[src/rtl/lbp_pkg.sv]
// ---------------------------------------------------------------------------
// lbp_pkg
// Shared definitions for the LBP engine: the control FSM state enumeration
// and the bit position of each neighbour inside the 8-bit LBP code.
// No ports (package).
// ---------------------------------------------------------------------------
package lbp_pkg;

    typedef enum logic [2:0] {
        IDLE,
        FILL,
        SHIFT,
        EMIT,
        DONE
    } state_e;

    // Neighbour -> code bit mapping (window is addressed [row][col], 0..2).
    localparam int BIT_TL = 0;
    localparam int BIT_T  = 1;
    localparam int BIT_TR = 2;
    localparam int BIT_L  = 3;
    localparam int BIT_R  = 4;
    localparam int BIT_BL = 5;
    localparam int BIT_B  = 6;
    localparam int BIT_BR = 7;

endpackage

[src/rtl/lbp_if.sv]
// ---------------------------------------------------------------------------
// lbp_if
// Bus bundle of the LBP engine: the gray-pixel read port (request/ready,
// data one cycle after accept) and the LBP result stream (valid/ready).
//   master : the LBP engine side (issues reads, produces results)
//   slave  : the memory / result-sink side
// ---------------------------------------------------------------------------
interface lbp_if #(
    parameter int PIX_W  = 8,
    parameter int ADDR_W = 14
);
    logic              gray_req;
    logic [ADDR_W-1:0] gray_addr;
    logic              gray_ready;
    logic [PIX_W-1:0]  gray_data;

    logic              lbp_valid;
    logic [ADDR_W-1:0] lbp_addr;
    logic [7:0]        lbp_data;
    logic              lbp_ready;

    modport master (
        output gray_req, gray_addr, lbp_valid, lbp_addr, lbp_data,
        input  gray_ready, gray_data, lbp_ready
    );

    modport slave (
        input  gray_req, gray_addr, lbp_valid, lbp_addr, lbp_data,
        output gray_ready, gray_data, lbp_ready
    );
endinterface

[src/rtl/lbp_cmp.sv]
// ---------------------------------------------------------------------------
// lbp_cmp
// Purely combinational comparator bank: turns a 3x3 window into an 8-bit
// LBP code.
//   win  : 3x3 window, pixel (r,c) at bits [(r*3+c)*PIX_W +: PIX_W]
//   mode : 0 = neighbour >= center, 1 = neighbour >= center + thr
//   thr  : threshold used in mode 1
//   code : LBP code, bit order given by lbp_pkg BIT_* constants
// ---------------------------------------------------------------------------
module lbp_cmp
    import lbp_pkg::*;
#(
    parameter int PIX_W = 8
) (
    input  logic [9*PIX_W-1:0] win,
    input  logic               mode,
    input  logic [PIX_W-1:0]   thr,
    output logic [7:0]         code
);

    logic [PIX_W:0] ref_lvl;

    function automatic logic [PIX_W:0] pix(input logic [9*PIX_W-1:0] w, input int idx);
        return {1'b0, w[idx*PIX_W +: PIX_W]};
    endfunction

    always_comb begin
        // One extra bit so center+thr never wraps back below a bright neighbour.
        ref_lvl      = pix(win, 4) + (mode ? {1'b0, thr} : '0);
        code         = '0;
        code[BIT_TL] = pix(win, 0) >= ref_lvl;
        code[BIT_T]  = pix(win, 1) >= ref_lvl;
        code[BIT_TR] = pix(win, 2) >= ref_lvl;
        code[BIT_L]  = pix(win, 3) >= ref_lvl;
        code[BIT_R]  = pix(win, 5) >= ref_lvl;
        code[BIT_BL] = pix(win, 6) >= ref_lvl;
        code[BIT_B]  = pix(win, 7) >= ref_lvl;
        code[BIT_BR] = pix(win, 8) >= ref_lvl;
    end

endmodule

[src/rtl/lbp_param.sv]
// ---------------------------------------------------------------------------
// lbp_param
// Frame-level LBP engine. Walks the interior pixels of an IMG_W x IMG_H
// image row-major, fetching a 3x3 window through the gray read port
// (9 reads at the start of each row, 3 reads per step to the right) and
// emitting one LBP code per interior pixel on the result stream.
//   clk, reset : clock, asynchronous active-high reset
//   start      : frame start (sampled in IDLE only)
//   mode, thr  : compare mode / threshold, latched at start
//   busy       : frame in progress (start acceptance through finish cycle)
//   finish     : one-cycle pulse when the frame completes
//   bus        : lbp_if master (gray read port + LBP result stream)
// ---------------------------------------------------------------------------
module lbp_param
    import lbp_pkg::*;
#(
    parameter int IMG_W  = 128,
    parameter int IMG_H  = 128,
    parameter int PIX_W  = 8,
    parameter int ADDR_W = $clog2(IMG_W * IMG_H)
) (
    input  logic             clk,
    input  logic             reset,
    input  logic             start,
    input  logic             mode,
    input  logic [PIX_W-1:0] thr,
    output logic             busy,
    output logic             finish,
    lbp_if.master            bus
);

    // IMG_W is a power of two, so an address is simply {row, col}.
    localparam int COL_W = $clog2(IMG_W);
    localparam int ROW_W = ADDR_W - COL_W;
    localparam logic [COL_W-1:0] COL_LAST = COL_W'(IMG_W - 2);
    localparam logic [ROW_W-1:0] ROW_LAST = ROW_W'(IMG_H - 2);

    state_e             state_q, state_d;
    logic [ROW_W-1:0]   row_q, row_d;
    logic [COL_W-1:0]   col_q, col_d;
    logic [1:0]         rd_r_q, rd_r_d, rd_c_q, rd_c_d;
    logic [3:0]         rd_cnt_q, rd_cnt_d;
    logic               cap_vld_q, cap_vld_d, cap_last_q, cap_last_d;
    logic [1:0]         cap_r_q, cap_r_d, cap_c_q, cap_c_d;
    logic               mode_q, mode_d;
    logic [PIX_W-1:0]   thr_q, thr_d;
    logic [PIX_W-1:0]   win_q [3][3];
    logic [PIX_W-1:0]   win_d [3][3];
    logic [ADDR_W-1:0]  lbp_addr_q, lbp_addr_d;
    logic [7:0]         lbp_data_q, lbp_data_d;

    logic [9*PIX_W-1:0] win_flat;
    logic [7:0]         code;
    logic [3:0]         rd_total;
    logic               rd_req, rd_acc, res_acc, last_cap;
    logic [ROW_W-1:0]   a_row;
    logic [COL_W-1:0]   a_col;

    assign rd_total = (state_q == FILL) ? 4'd9 : 4'd3;
    assign rd_acc   = rd_req && bus.gray_ready;
    assign res_acc  = (state_q == EMIT) && bus.lbp_ready;
    assign last_cap = cap_vld_q && cap_last_q;

    // ---------------- state register ----------------
    always_ff @(posedge clk or posedge reset) begin
        if (reset) state_q <= IDLE;
        else       state_q <= state_d;
    end

    // ---------------- next-state logic ----------------
    always_comb begin
        state_d = state_q;
        case (state_q)
            IDLE:        if (start) state_d = FILL;
            FILL, SHIFT: if (last_cap) state_d = EMIT;
            EMIT: begin
                if (res_acc) begin
                    if (col_q < COL_LAST)      state_d = SHIFT;
                    else if (row_q < ROW_LAST) state_d = FILL;
                    else                       state_d = DONE;
                end
            end
            DONE:        state_d = IDLE;
            default:     state_d = IDLE;
        endcase
    end

    // ---------------- outputs ----------------
    always_comb begin
        busy          = (state_q != IDLE);
        finish        = (state_q == DONE);
        bus.lbp_valid = (state_q == EMIT);
        // Requests only in FILL/SHIFT, so nothing is fetched while a result waits.
        rd_req        = ((state_q == FILL) || (state_q == SHIFT)) && (rd_cnt_q < rd_total);
        a_row         = row_q + ROW_W'(rd_r_q) - ROW_W'(1);
        a_col         = col_q + COL_W'(rd_c_q) - COL_W'(1);
        bus.gray_req  = rd_req;
        bus.gray_addr = rd_req ? {a_row, a_col} : '0;
        bus.lbp_addr  = lbp_addr_q;
        bus.lbp_data  = lbp_data_q;
    end

    // ---------------- datapath next values ----------------
    always_comb begin
        row_d      = row_q;
        col_d      = col_q;
        rd_r_d     = rd_r_q;
        rd_c_d     = rd_c_q;
        rd_cnt_d   = rd_cnt_q;
        mode_d     = mode_q;
        thr_d      = thr_q;
        win_d      = win_q;
        lbp_addr_d = lbp_addr_q;
        lbp_data_d = lbp_data_q;
        // Read data returns the cycle after accept; remember where it goes.
        cap_vld_d  = rd_acc;
        cap_last_d = rd_acc && (rd_cnt_q == rd_total - 4'd1);
        cap_r_d    = rd_r_q;
        cap_c_d    = rd_c_q;

        // Reads walk each window column top to bottom, then move right.
        if (rd_acc) begin
            rd_cnt_d = rd_cnt_q + 4'd1;
            if (rd_r_q == 2'd2) begin
                rd_r_d = 2'd0;
                rd_c_d = rd_c_q + 2'd1;
            end else begin
                rd_r_d = rd_r_q + 2'd1;
            end
        end

        if (cap_vld_q) win_d[cap_r_q][cap_c_q] = bus.gray_data;

        // The code is taken from the window including the datum landing now,
        // so the result is presented the cycle after the last capture.
        if (last_cap) begin
            lbp_data_d = code;
            lbp_addr_d = {row_q, col_q};
        end

        case (state_q)
            IDLE: begin
                if (start) begin
                    row_d    = ROW_W'(1);
                    col_d    = COL_W'(1);
                    mode_d   = mode;
                    thr_d    = thr;
                    rd_r_d   = 2'd0;
                    rd_c_d   = 2'd0;
                    rd_cnt_d = 4'd0;
                end
            end
            EMIT: begin
                if (res_acc) begin
                    rd_r_d   = 2'd0;
                    rd_cnt_d = 4'd0;
                    if (col_q < COL_LAST) begin
                        // Step right: slide window, refetch only the right column.
                        col_d  = col_q + COL_W'(1);
                        rd_c_d = 2'd2;
                        for (int r = 0; r < 3; r++) begin
                            win_d[r][0] = win_q[r][1];
                            win_d[r][1] = win_q[r][2];
                        end
                    end else if (row_q < ROW_LAST) begin
                        row_d  = row_q + ROW_W'(1);
                        col_d  = COL_W'(1);
                        rd_c_d = 2'd0;
                    end
                end
            end
            default: ;
        endcase
    end

    always_comb begin
        win_flat = '0;
        for (int r = 0; r < 3; r++)
            for (int c = 0; c < 3; c++)
                win_flat[(r*3+c)*PIX_W +: PIX_W] = win_d[r][c];
    end

    lbp_cmp #(.PIX_W(PIX_W)) u_cmp (
        .win  (win_flat),
        .mode (mode_q),
        .thr  (thr_q),
        .code (code)
    );

    // ---------------- datapath registers ----------------
    always_ff @(posedge clk or posedge reset) begin
        if (reset) begin
            row_q      <= '0;
            col_q      <= '0;
            rd_r_q     <= '0;
            rd_c_q     <= '0;
            rd_cnt_q   <= '0;
            cap_vld_q  <= 1'b0;
            cap_last_q <= 1'b0;
            cap_r_q    <= '0;
            cap_c_q    <= '0;
            mode_q     <= 1'b0;
            thr_q      <= '0;
            win_q      <= '{default: '0};
            lbp_addr_q <= '0;
            lbp_data_q <= '0;
        end else begin
            row_q      <= row_d;
            col_q      <= col_d;
            rd_r_q     <= rd_r_d;
            rd_c_q     <= rd_c_d;
            rd_cnt_q   <= rd_cnt_d;
            cap_vld_q  <= cap_vld_d;
            cap_last_q <= cap_last_d;
            cap_r_q    <= cap_r_d;
            cap_c_q    <= cap_c_d;
            mode_q     <= mode_d;
            thr_q      <= thr_d;
            win_q      <= win_d;
            lbp_addr_q <= lbp_addr_d;
            lbp_data_q <= lbp_data_d;
        end
    end

endmodule

[src/flat_wrapper.sv]
// flat-port wrapper written by rule: the top's interface ports become plain ports
module lbp_param_flat import lbp_pkg::*;
#(
    parameter int IMG_W  = 128,
    parameter int IMG_H  = 128,
    parameter int PIX_W  = 8,
    parameter int ADDR_W = $clog2(IMG_W * IMG_H)
)
  (clk, reset, start, mode, thr, busy, finish, bus_gray_req, bus_gray_addr, bus_lbp_valid, bus_lbp_addr, bus_lbp_data, bus_gray_ready, bus_gray_data, bus_lbp_ready);
  lbp_if #(.PIX_W(PIX_W), .ADDR_W(ADDR_W)) bus_i ();
  input  logic clk;
  input  logic reset;
  input  logic start;
  input  logic mode;
  input  logic [PIX_W-1:0] thr;
  output logic busy;
  output logic finish;
  output wire logic [$bits(bus_i.gray_req)-1:0] bus_gray_req;
  output wire logic [$bits(bus_i.gray_addr)-1:0] bus_gray_addr;
  output wire logic [$bits(bus_i.lbp_valid)-1:0] bus_lbp_valid;
  output wire logic [$bits(bus_i.lbp_addr)-1:0] bus_lbp_addr;
  output wire logic [$bits(bus_i.lbp_data)-1:0] bus_lbp_data;
  input wire logic [$bits(bus_i.gray_ready)-1:0] bus_gray_ready;
  input wire logic [$bits(bus_i.gray_data)-1:0] bus_gray_data;
  input wire logic [$bits(bus_i.lbp_ready)-1:0] bus_lbp_ready;
  assign bus_gray_req = bus_i.gray_req;
  assign bus_gray_addr = bus_i.gray_addr;
  assign bus_lbp_valid = bus_i.lbp_valid;
  assign bus_lbp_addr = bus_i.lbp_addr;
  assign bus_lbp_data = bus_i.lbp_data;
  assign bus_i.gray_ready = bus_gray_ready;
  assign bus_i.gray_data = bus_gray_data;
  assign bus_i.lbp_ready = bus_lbp_ready;
  lbp_param #(.IMG_W(IMG_W), .IMG_H(IMG_H), .PIX_W(PIX_W), .ADDR_W(ADDR_W)) u_core (.clk(clk), .reset(reset), .start(start), .mode(mode), .thr(thr), .busy(busy), .finish(finish), .bus(bus_i));
endmodule
[config.mk]
export PLATFORM = sky130hd
export DESIGN_NAME = lbp_param_flat
export DESIGN_NICKNAME = d
export VERILOG_FILES = /design/src/rtl/lbp_pkg.sv /design/src/rtl/lbp_if.sv /design/src/rtl/lbp_cmp.sv /design/src/rtl/lbp_param.sv /design/src/flat_wrapper.sv
export SDC_FILE = /design/constraint.sdc
export NUM_CORES = 1
export LEC_CHECK = 0
export ABC_AREA = 0
export BUFFER_PORTS_ARGS = -buffer_cell sky130_fd_sc_hd__buf_2
export CAP_MARGIN = 20
export CORE_MARGIN = 3
export CORE_UTILIZATION = 40
export CTS_BUF_LIST = sky130_fd_sc_hd__clkbuf_8
export DETAILED_ROUTE_END_ITERATION = 6
export RECOVER_POWER = 100
export SETUP_SLACK_MARGIN = 0.5
export SLEW_MARGIN = 30
export SYNTH_ARGS = -nofsm -noshare
export SYNTH_HDL_FRONTEND = slang
export SYNTH_SLANG_ARGS = --single-unit
[constraint.sdc]
create_clock -name clk -period 9.7 [get_ports clk]
set_input_delay 1.455 -clock clk [delete_from_list [all_inputs] [get_ports clk]]
set_output_delay 1.455 -clock clk [all_outputs]
set_load 0.01 [all_outputs]
==> metrics.yaml <==
worstPathArrival_ns: 6.56
yosysTopAreaCell: "dfrtp_1"
final-setup-viol-count: 0
routed_wl_mm: 17.51
cpPeakStageDelay_ns: 2.05
cts_setup_buffers: 0
port_buffers: 61
synth_top_area_share_pct: 41.74
rsz0062_at_grt: "no"
hold_violations: 0
cts.sinks: 134
synthFlopType: "dfrtp_1"
clk_pin_slew_ns: 0.09
cts_tree: "built"
skew_ns: 0.01958
io_pins: 62
worstMarginPinSlew_ns: 2.815
finalCriticalPeriod_ns: 6.222
ys_warn_count: 0
seq_area_frac_synth_pct: 41.74
hpwl_mm: 12.92
fp-row-count: 51
syn_area_per_cell_um2: 10.03
fin_util_pct: 45.62
route.detailed.drc: 0
die_h_um: 147.7
synth_edf_count: 0
grt-ovfl-total: 0
layout-drive-gt1-share_pct: 10.36
crit_slowest_cell: "clkbuf_1"
placed_area_um2: 8596
grt_usage_pct: 16.66
insertion_delay_ns: 0.45
crit_buf_inv: 3
design_area_um2: 8936
vias_per_cell: 5.070
clockRootBuffer: "clkbuf_8"
status: "finished, violations left"
violations: "max-capacitance violations, max-slew violations"
synth_common_cells: "dfrtp_1 (134), nor2_1 (98), ha_1 (83)"
clock.fmax_mhz: 160.7
crit_required_ns: 10.04
syn_area_um2: 8034
maxCapViolCount: 2
yosysMostFrequentCell: "dfrtp_1"
finalCritPeriodShare_pct: 64.14
insertedDiodeCount: 0
path_max_fanout: 67
syn_inst: 801
vias: 5749
post_cts_resized: 0
grt_pass1_wl_mm: 29.15
nFillCells: 1933
ant_nets: 0
crit_chain: "clkbuf_1 > nand3_1 > clkbuf_1 > nor2_1 > a21oi_1 > inv_1 > ha_1 > nand2b_1 > a211oi_1 > o31ai_1 > maj3_1 > maj3_1 > o21a_1"
synth.distinct_cells: 57
drt_iter0_drc: 318
synthTopCellsByArea: "dfrtp_1 (42%), ha_1 (13%), mux2i_1 (5.0%)"
die_w_um: 147.7
area_growth_pct: 11.23
final_cells: 1134
antenna_found_initial: 0
crit_type: "in -> reg"
relSlewSlack_pct: -87.64
fin_setup_tns_ns: 0
routedWlPerCell_um: 15.44
htreeDepth: 4
coreArea_um2: 19590
grt_pass1_vias: 5688
finalNetCount: 964
cts-buffers-inserted: 17
synth_nets: 909
gp_congestion: 0.7725
hp-class: "reg -> reg"
ys_seq_elements: 134
drt_pass1_iterations: 4
ctsHoldBuffers: 0
start_kind: "input pin"
synth_async_sr_flop_share_pct: 100.0
dp_cells: 1102
setup.worst_path.end_class: "flip-flop"
start_util_pct: 41.01
die_area_um2: 21820
slew_violations: 123
grt_max_degree: 82
clk_path_buf_depth: 2
critPathTopFamily: "buffers and inverters"
## flip-flops by register name (all words and copies together), names as in the netlist, 3 cells and up
signal,count
u_core.thr_q,8
u_core.row_q,7
u_core.rd_cnt_q,4
u_core.bus.lbp_addr,14
u_core.col_q,7
u_core.bus.lbp_data,8
u_core.state_q,3
u_core.win_q,72
## path summary, 6_finish.rpt
| path | cells after the start | slack, ns | start | endpoint |
|---|---|---|---|---|
| max | 13 | 3.48 | bus_lbp_ready | u_core.bus.lbp_data[1] |
| max reg2reg | 13 | 3.70 | u_core.state_q[1] | u_core.bus.lbp_data[1] |
| max in group asynchronous | 3 | 6.51 | reset | u_core.win_q[35] |
| min in group asynchronous | 2 | 1.65 | reset | u_core.state_q[2] |
| min | 0 | 0.38 | u_core.cap_c_d[1] | u_core.cap_c_q[1] |
| min reg2reg | 0 | 0.38 | u_core.cap_c_d[1] | u_core.cap_c_q[1] |
## layout by cell type (no fill, tap or decap), drive strengths merged, types with 12 or more instances in the layout
cell type	instances
clkbuf	63
buf	25
nand3	17
ha	83
a21oi	65
nand2	50
mux2	35
nand2b	15
nor2	102
mux2i	40
and2	12
o21ai	32
dfrtp	134
inv	39
xnor2	19
maj3	16
## area by class of cell
| class | instances | area [um2] | area share [%] |
|---|---|---|---|
| Multi-Input combinational cell | 596 | 4372 | 48.92 |
| Tap cell | 265 | 331.6 | 3.710 |
| Timing Repair Buffer | 67 | 291.5 | 3.262 |
| Clock buffer | 21 | 289.0 | 3.234 |
| Clock inverter | 11 | 147.6 | 1.652 |
| Sequential cell | 134 | 3353 | 37.52 |
| Inverter | 40 | 151.4 | 1.694 |
## cell families (layout without fill, tap and decap cells)
logic type / Yosys count / in the layout / synth area share, %
buffers and inverters: 71 / 139 / 3.629
DFF: 134 / 134 / 41.74
muxes: 75 / 75 / 9.983
xor gates and xnor gates: 29 / 29 / 3.161
AOI/OAI and AO/OA: 154 / 154 / 11.82
adders and majority gates: 102 / 102 / 15.85
and+or+nand+nor: 236 / 236 / 13.81
## metrics by stage
step,worst slack [ns],hold slack (ns)
global placement,4.324,0.3590
detailed placement,4.266,0.3781
floorplan,4.526,0.3537
global route,2.946,0.3854
finish,3.478,0.3850
CTS,4.738,0.3836
## routing by layer
metal	GRT usage (%)	wire, um	up-vias
li1	-	-	2902
met1	23.41	8715	2751
met2	26.36	8071	86
met3	4.047	601	10
met4	3.541	124	0
met5	0	0	-
Power is left out: the tool's default activity adds up to more than one toggle a clock period on the data nets, which glitch-free logic cannot reach.
